<file path="src/rtl/bcd_share_ctrl_if.sv">
// Bundle between the requesters, the shared-converter controller and the bcd converter.
// NREQ here must match the controller's NREQ.
interface bcd_share_ctrl_if #(parameter int NREQ = 4);
  logic [NREQ-1:0]      req;
  logic [NREQ-1:0][7:0] req_data;
  logic [NREQ-1:0]      done;
  logic [NREQ-1:0]      err;
  logic                 res_sign;
  logic [3:0]           res_hundreds;
  logic [3:0]           res_tens;
  logic [3:0]           res_ones;
  logic                 busy;
  logic [7:0]           bcd_binary;
  logic                 bcd_sign;
  logic [3:0]           bcd_hundreds;
  logic [3:0]           bcd_tens;
  logic [3:0]           bcd_ones;
  logic                 bcd_ready;

  modport slave (
    input  req, req_data, bcd_sign, bcd_hundreds, bcd_tens, bcd_ones, bcd_ready,
    output done, err, res_sign, res_hundreds, res_tens, res_ones, busy, bcd_binary
  );

  modport master (
    output req, req_data, bcd_sign, bcd_hundreds, bcd_tens, bcd_ones, bcd_ready,
    input  done, err, res_sign, res_hundreds, res_tens, res_ones, busy, bcd_binary
  );
endinterface

</file>
<file path="src/rtl/bcd_share_ctrl.sv">
// Round-robin arbiter sharing one bcd converter among NREQ requesters; latches the
// winner's value, waits for the converter, and returns the digits with a done/err pulse.
module bcd_share_ctrl #(
  parameter int NREQ    = 4,
  parameter int TIMEOUT = 64
) (
  input  logic            clk,
  input  logic            rst,
  bcd_share_ctrl_if.slave bus
);
  localparam int IDW = (NREQ > 1) ? $clog2(NREQ) : 1;
  localparam int TW  = $clog2(TIMEOUT + 1);
  localparam logic [IDW-1:0] LAST = IDW'(NREQ - 1);
  localparam logic [TW-1:0]  TLIM = TW'(TIMEOUT - 1);

  typedef enum logic [2:0] {ST_IDLE, ST_LOAD, ST_SETTLE, ST_WAIT, ST_RESP} state_t;

  state_t         state, state_nxt;
  logic [IDW-1:0] ptr, id, pick, idx;
  logic           pick_vld;
  logic [TW-1:0]  timer;
  logic           timeout;

  // First requester at or above ptr, wrapping; the downward scan lets the lowest offset win.
  always_comb begin
    pick     = '0;
    pick_vld = 1'b0;
    idx      = '0;
    for (int k = NREQ - 1; k >= 0; k--) begin
      idx = IDW'((int'(ptr) + k) % NREQ);
      if (bus.req[idx]) begin
        pick     = idx;
        pick_vld = 1'b1;
      end
    end
  end

  assign timeout  = (timer == TLIM);
  assign bus.busy = (state != ST_IDLE);

  always_ff @(posedge clk or negedge rst) begin
    if (!rst) state <= ST_IDLE;
    else      state <= state_nxt;
  end

  always_comb begin
    state_nxt = state;
    case (state)
      ST_IDLE:   if (pick_vld) state_nxt = ST_LOAD;
      ST_LOAD:   state_nxt = ST_SETTLE;
      ST_SETTLE: state_nxt = ST_WAIT;
      ST_WAIT:   if (bus.bcd_ready || timeout) state_nxt = ST_RESP;
      ST_RESP:   state_nxt = ST_IDLE;
      default:   state_nxt = ST_IDLE;
    endcase
  end

  // done/err are set on the WAIT->RESP edge and cleared by default, so they are high exactly in RESP.
  always_ff @(posedge clk or negedge rst) begin
    if (!rst) begin
      ptr              <= '0;
      id               <= '0;
      timer            <= '0;
      bus.bcd_binary   <= '0;
      bus.done         <= '0;
      bus.err          <= '0;
      bus.res_sign     <= 1'b0;
      bus.res_hundreds <= '0;
      bus.res_tens     <= '0;
      bus.res_ones     <= '0;
    end else begin
      bus.done <= '0;
      bus.err  <= '0;
      case (state)
        ST_IDLE: if (pick_vld) begin
          id             <= pick;
          bus.bcd_binary <= bus.req_data[pick];
        end
        ST_SETTLE: timer <= '0;
        ST_WAIT: begin
          // ready beats a coincident timeout
          if (bus.bcd_ready) begin
            bus.res_sign     <= bus.bcd_sign;
            bus.res_hundreds <= bus.bcd_hundreds;
            bus.res_tens     <= bus.bcd_tens;
            bus.res_ones     <= bus.bcd_ones;
            bus.done[id]     <= 1'b1;
          end else if (timeout) begin
            bus.err[id] <= 1'b1;
          end else begin
            timer <= timer + 1'b1;
          end
        end
        ST_RESP: ptr <= (id == LAST) ? '0 : id + 1'b1;
        default: ;
      endcase
    end
  end
endmodule

</file>
<file path="src/flat_wrapper.sv">
// flat-port wrapper written by rule: the top's interface ports become plain ports
module bcd_share_ctrl_flat 
#(
  parameter int NREQ    = 4,
  parameter int TIMEOUT = 64
)
  (clk, rst, bus_req, bus_req_data, bus_bcd_sign, bus_bcd_hundreds, bus_bcd_tens, bus_bcd_ones, bus_bcd_ready, bus_done, bus_err, bus_res_sign, bus_res_hundreds, bus_res_tens, bus_res_ones, bus_busy, bus_bcd_binary);
  bcd_share_ctrl_if #(.NREQ(NREQ)) bus_i ();
  input  logic clk;
  input  logic rst;
  input wire logic [$bits(bus_i.req)-1:0] bus_req;
  input wire logic [$bits(bus_i.req_data)-1:0] bus_req_data;
  input wire logic [$bits(bus_i.bcd_sign)-1:0] bus_bcd_sign;
  input wire logic [$bits(bus_i.bcd_hundreds)-1:0] bus_bcd_hundreds;
  input wire logic [$bits(bus_i.bcd_tens)-1:0] bus_bcd_tens;
  input wire logic [$bits(bus_i.bcd_ones)-1:0] bus_bcd_ones;
  input wire logic [$bits(bus_i.bcd_ready)-1:0] bus_bcd_ready;
  output wire logic [$bits(bus_i.done)-1:0] bus_done;
  output wire logic [$bits(bus_i.err)-1:0] bus_err;
  output wire logic [$bits(bus_i.res_sign)-1:0] bus_res_sign;
  output wire logic [$bits(bus_i.res_hundreds)-1:0] bus_res_hundreds;
  output wire logic [$bits(bus_i.res_tens)-1:0] bus_res_tens;
  output wire logic [$bits(bus_i.res_ones)-1:0] bus_res_ones;
  output wire logic [$bits(bus_i.busy)-1:0] bus_busy;
  output wire logic [$bits(bus_i.bcd_binary)-1:0] bus_bcd_binary;
  assign bus_i.req = bus_req;
  assign bus_i.req_data = bus_req_data;
  assign bus_i.bcd_sign = bus_bcd_sign;
  assign bus_i.bcd_hundreds = bus_bcd_hundreds;
  assign bus_i.bcd_tens = bus_bcd_tens;
  assign bus_i.bcd_ones = bus_bcd_ones;
  assign bus_i.bcd_ready = bus_bcd_ready;
  assign bus_done = bus_i.done;
  assign bus_err = bus_i.err;
  assign bus_res_sign = bus_i.res_sign;
  assign bus_res_hundreds = bus_i.res_hundreds;
  assign bus_res_tens = bus_i.res_tens;
  assign bus_res_ones = bus_i.res_ones;
  assign bus_busy = bus_i.busy;
  assign bus_bcd_binary = bus_i.bcd_binary;
  bcd_share_ctrl #(.NREQ(NREQ), .TIMEOUT(TIMEOUT)) u_core (.clk(clk), .rst(rst), .bus(bus_i));
endmodule
</file>
<file path="config.mk">
export PLATFORM = sky130hd
export DESIGN_NAME = bcd_share_ctrl_flat
export DESIGN_NICKNAME = d
export VERILOG_FILES = /design/src/rtl/bcd_share_ctrl_if.sv /design/src/rtl/bcd_share_ctrl.sv /design/src/flat_wrapper.sv
export SDC_FILE = /design/constraint.sdc
export NUM_CORES = 1
export LEC_CHECK = 0
export ABC_AREA = 1
export ABC_CLOCK_PERIOD_IN_PS = 2380
export CORE_ASPECT_RATIO = 0.8
export CORE_MARGIN = 3
export CORE_UTILIZATION = 48
export CTS_CLUSTER_SIZE = 28
export DETAILED_ROUTE_END_ITERATION = 8
export PLACE_DENSITY = 0.87
export SLEW_MARGIN = 25
export SYNTH_ARGS = -nofsm -noshare
export SYNTH_HDL_FRONTEND = slang
export SYNTH_SLANG_ARGS = --single-unit
</file>
<file path="constraint.sdc">
create_clock -name clk -period 2.38 [get_ports clk]
set_input_delay 0.714 -clock clk [delete_from_list [all_inputs] [get_ports clk]]
set_output_delay 0.714 -clock clk [all_outputs]
set_load 0.01 [all_outputs]
</file>
==> results by group, run 1 <==
Outcome
  • Status: complete, no violations

Logic synthesis
  • Synth Register Bits: 43
  • Netlist Area Pre-Place: 2290 um2
  • Most used DFF post-synth: dfrtp_1
  • Count of cell types in the netlist: 25
  • Post-synthesis area per instance: 8.28 um2
  • Synth Warn #: 0
  • EDFF count, synth: 0
  • Synthesized Nets: 334
  • Ys async rst share: 100%
  • Seq/Total Area, Yosys: 46.9%
  • Cells after Synth: 277

Die
  • Die width: 83.3 um
  • Area of the die: 5650 um2
  • Initial core utilization: 52.2%
  • # rows: 21
  • Die Y: 67.8 um
  • Boundary Pins: 82
  • Core Area: 4390 um2

Timing
  • Worst Tran Pin Value: 0.590 ns
  • Headroom to the max-slew limit: 60.7%
  • Max-slew violation count: 0
  • Skew final: 0.00397 ns
  • Period Utilization, post-route: 94.9%
  • Setup Viol. Count Final: 0
  • FMAX: 0.443 GHz
  • Worst setup margin: 0.121 ns
  • RSZ-0062 raised after global routing: no
  • Final hold violations: 0
  • Tmin final: 2.26 ns
  • Fin Hold WS: 0.417 ns

Clock tree
  • # resized after CTS: 0
  • Clock buffer depth: 2
  • H-tree Lvls: 2
  • Postcts setup bufs: 0
  • CTS clk-pin slew, worst paths: 0.08 ns
  • Root Driver: clkbuf_8
  • Clock sinks: 43
  • CTS hold repair buffers: 0
  • CTS buffer count: 5
  • Later-pin clock latency in the skew report: 0.29 ns
  • CTS tree: built

Worst setup path
  • CP Launch Type: flop
  • Critical Path End Type: output pin
  • Crit path max fanout: 3
  • Crit path kind: flop to output pin
  • Worst Path Required: 1.67 ns
  • CP arrival: 1.54 ns

Placed design
  • Post-place setup slack: -0.0146 ns
  • Detailed Place HPWL: 4330 um
  • Gp weighted congestion: 0.875
  • PortBufs: 81

Global routing
  • GRT overflow: 0
  • First-pass GRT wire length: 9160 um
  • Total GRT Usage: 20.2%
  • Largest net degree at the start of global routing: 28
  • Initial antenna violation count: 0
  • Vias in the first global route: 2044

Min path
  • Class of the worst hold path: input port to asynchronous set/reset pin

Layout
  • Leading cell types in the layout, fill and taps excluded: clkdlybuf4s50_1 (80), nand2_1 (63), dfrtp_1 (43)
  • Area occupied by multi-input gates: 1030 um2
  • Ant diodes: 0
  • Final core utilization: 75.1%
  • Fill count: 316
  • Area delta synth->final: 43.8%
  • Most common cell after layout, fill and taps aside: clkdlybuf4s50_1
  • Layout cells sized above 1: 15.2%
  • Nets: 425
  • FF/Latch Area: 1080 um2

Pwr
  • Cell Pwr Density: 1180 nW/um2
  • Total power: 0.00388 W
  • Leak Pwr: 1.55 nW
  • Peak VDD IR: 0.000660 V

Drt
  • First-pass DRT Iterations: 4
  • Vias: 2149
  • DRT iter0 DRCs: 113
  • Avg WL per Cell: 12.7 um
  • Residual DRC: 0
  • DR vias/cell: 5.04
  • Antenna viol nets, final: 0
  • Routed wire length: 5390 um

Flow run
  • Max-capacitance violation count: 0
## worst paths after layout
check | start | to | slack (ns) | cells after the start
max | u_core.state[2] | bus_busy | 0.12 | 5
min | rst | u_core.bus.done[1] | 0.42 | 1
max reg2reg | u_core.ptr[0] | u_core.bus.bcd_binary[0] | 0.54 | 12
min reg2reg | u_core.bus.bcd_binary[5] | u_core.bus.bcd_binary[5] | 0.50 | 2
max in group asynchronous | rst | u_core.bus.res_hundreds[1] | 1.40 | 2
min in group clk | u_core.bus.bcd_binary[5] | u_core.bus.bcd_binary[5] | 0.50 | 2
## routing by layer
layer  GRT usage, %  vias to the layer above  share of wire, %
li1               -                     1059                 -
met1           26.3                      999                43
met2           33.7                       84                48
met3           5.78                        7               8.2
met4           5.51                        0              0.95
met5              0                        -                 0
## Yosys cell counts (all sizes together) (3+ instances only)
| cell type | instances | share of area [%] |
|---|---|---|
| a21oi | 5 | 1.1 |
| buf | 5 | 1.7 |
| dfrtp | 43 | 47 |
| ha | 5 | 2.7 |
| inv | 38 | 6.4 |
| mux2 | 13 | 6.4 |
| nand2 | 73 | 14 |
| nand3 | 44 | 10 |
| nor2 | 29 | 5.5 |
| nor3 | 8 | 1.7 |
| o21ai | 8 | 1.7 |
| or2 | 3 | 0.82 |
## cell families (layout without fill, tap and decap cells)
logic type | after synthesis | count (layout) | share of synthesized area (%)
flip-flops | 43 | 43 | 46.9
AND/OR/NAND/NOR | 157 | 157 | 31.8
XOR/XNOR | 2 | 2 | 0.764
adder cells (fa/ha/maj) | 5 | 5 | 2.73
AO/OA/AOI/OAI | 14 | 14 | 3.17
buffers and inverters | 43 | 135 | 8.19
multiplexers | 13 | 13 | 6.39
## critical path, cell delays in order, from the launching register on
cell	delay, ns
dfrtp_1	0.41
nor2_1	0.13
inv_1	0.08
nor2_2	0.12
inv_1	0.05
clkdlybuf4s50_1	0.47
## cell type report
| class | count | area share [%] |
|---|---|---|
| clock buffer | 7 | 2.92 |
| tap | 57 | 2.16 |
| timing repair buffer | 89 | 26.3 |
| multi-input combinational | 191 | 31.3 |
| sequential | 43 | 32.6 |
| clock inverter | 1 | 0.228 |
| inverter | 38 | 4.48 |
## through the flow
stage	area (um2)	TNS, ns	std cells
2_1_floorplan	2290	0	277
4_1_cts	3290	0	426
5_1_grt	3300	0	426
3_3_place_gp	3190	0	418
6_report	3300	0	426
3_5_place_dp	3190	-0.0146	418
## registers in the layout, summed over array words and instances (netlist names)
signal,flops
u_core.bus.err,4
u_core.timer,7
u_core.bus.done,4
u_core.ptr,2
u_core.id,2
u_core.bus.res_hundreds,4
u_core.bus.bcd_binary,8
u_core.bus.res_ones,4
u_core.state,3
u_core.bus.res_tens,4
u_core.bus.res_sign,1
## power breakdown
part	switching (W)	total, W	internal (W)
Combinational	0.00118	0.00219	0.00101
Clock	0.000237	0.000500	0.000264
Sequential	0.000194	0.00119	0.000996
No activity file was read; power rests on OpenSTA's default activity.
==> run 2, diff against run 1 <==
CAP_MARGIN = 20   (was default)
==> results of run 2 <==
Final layout, timing and power as in run 1 (identical DEF).
==> run 3, diff against run 2 <==
CTS_CLUSTER_DIAMETER = 80   (was default)
==> results of run 3 <==
Final layout, timing and power as in run 1 (identical DEF).
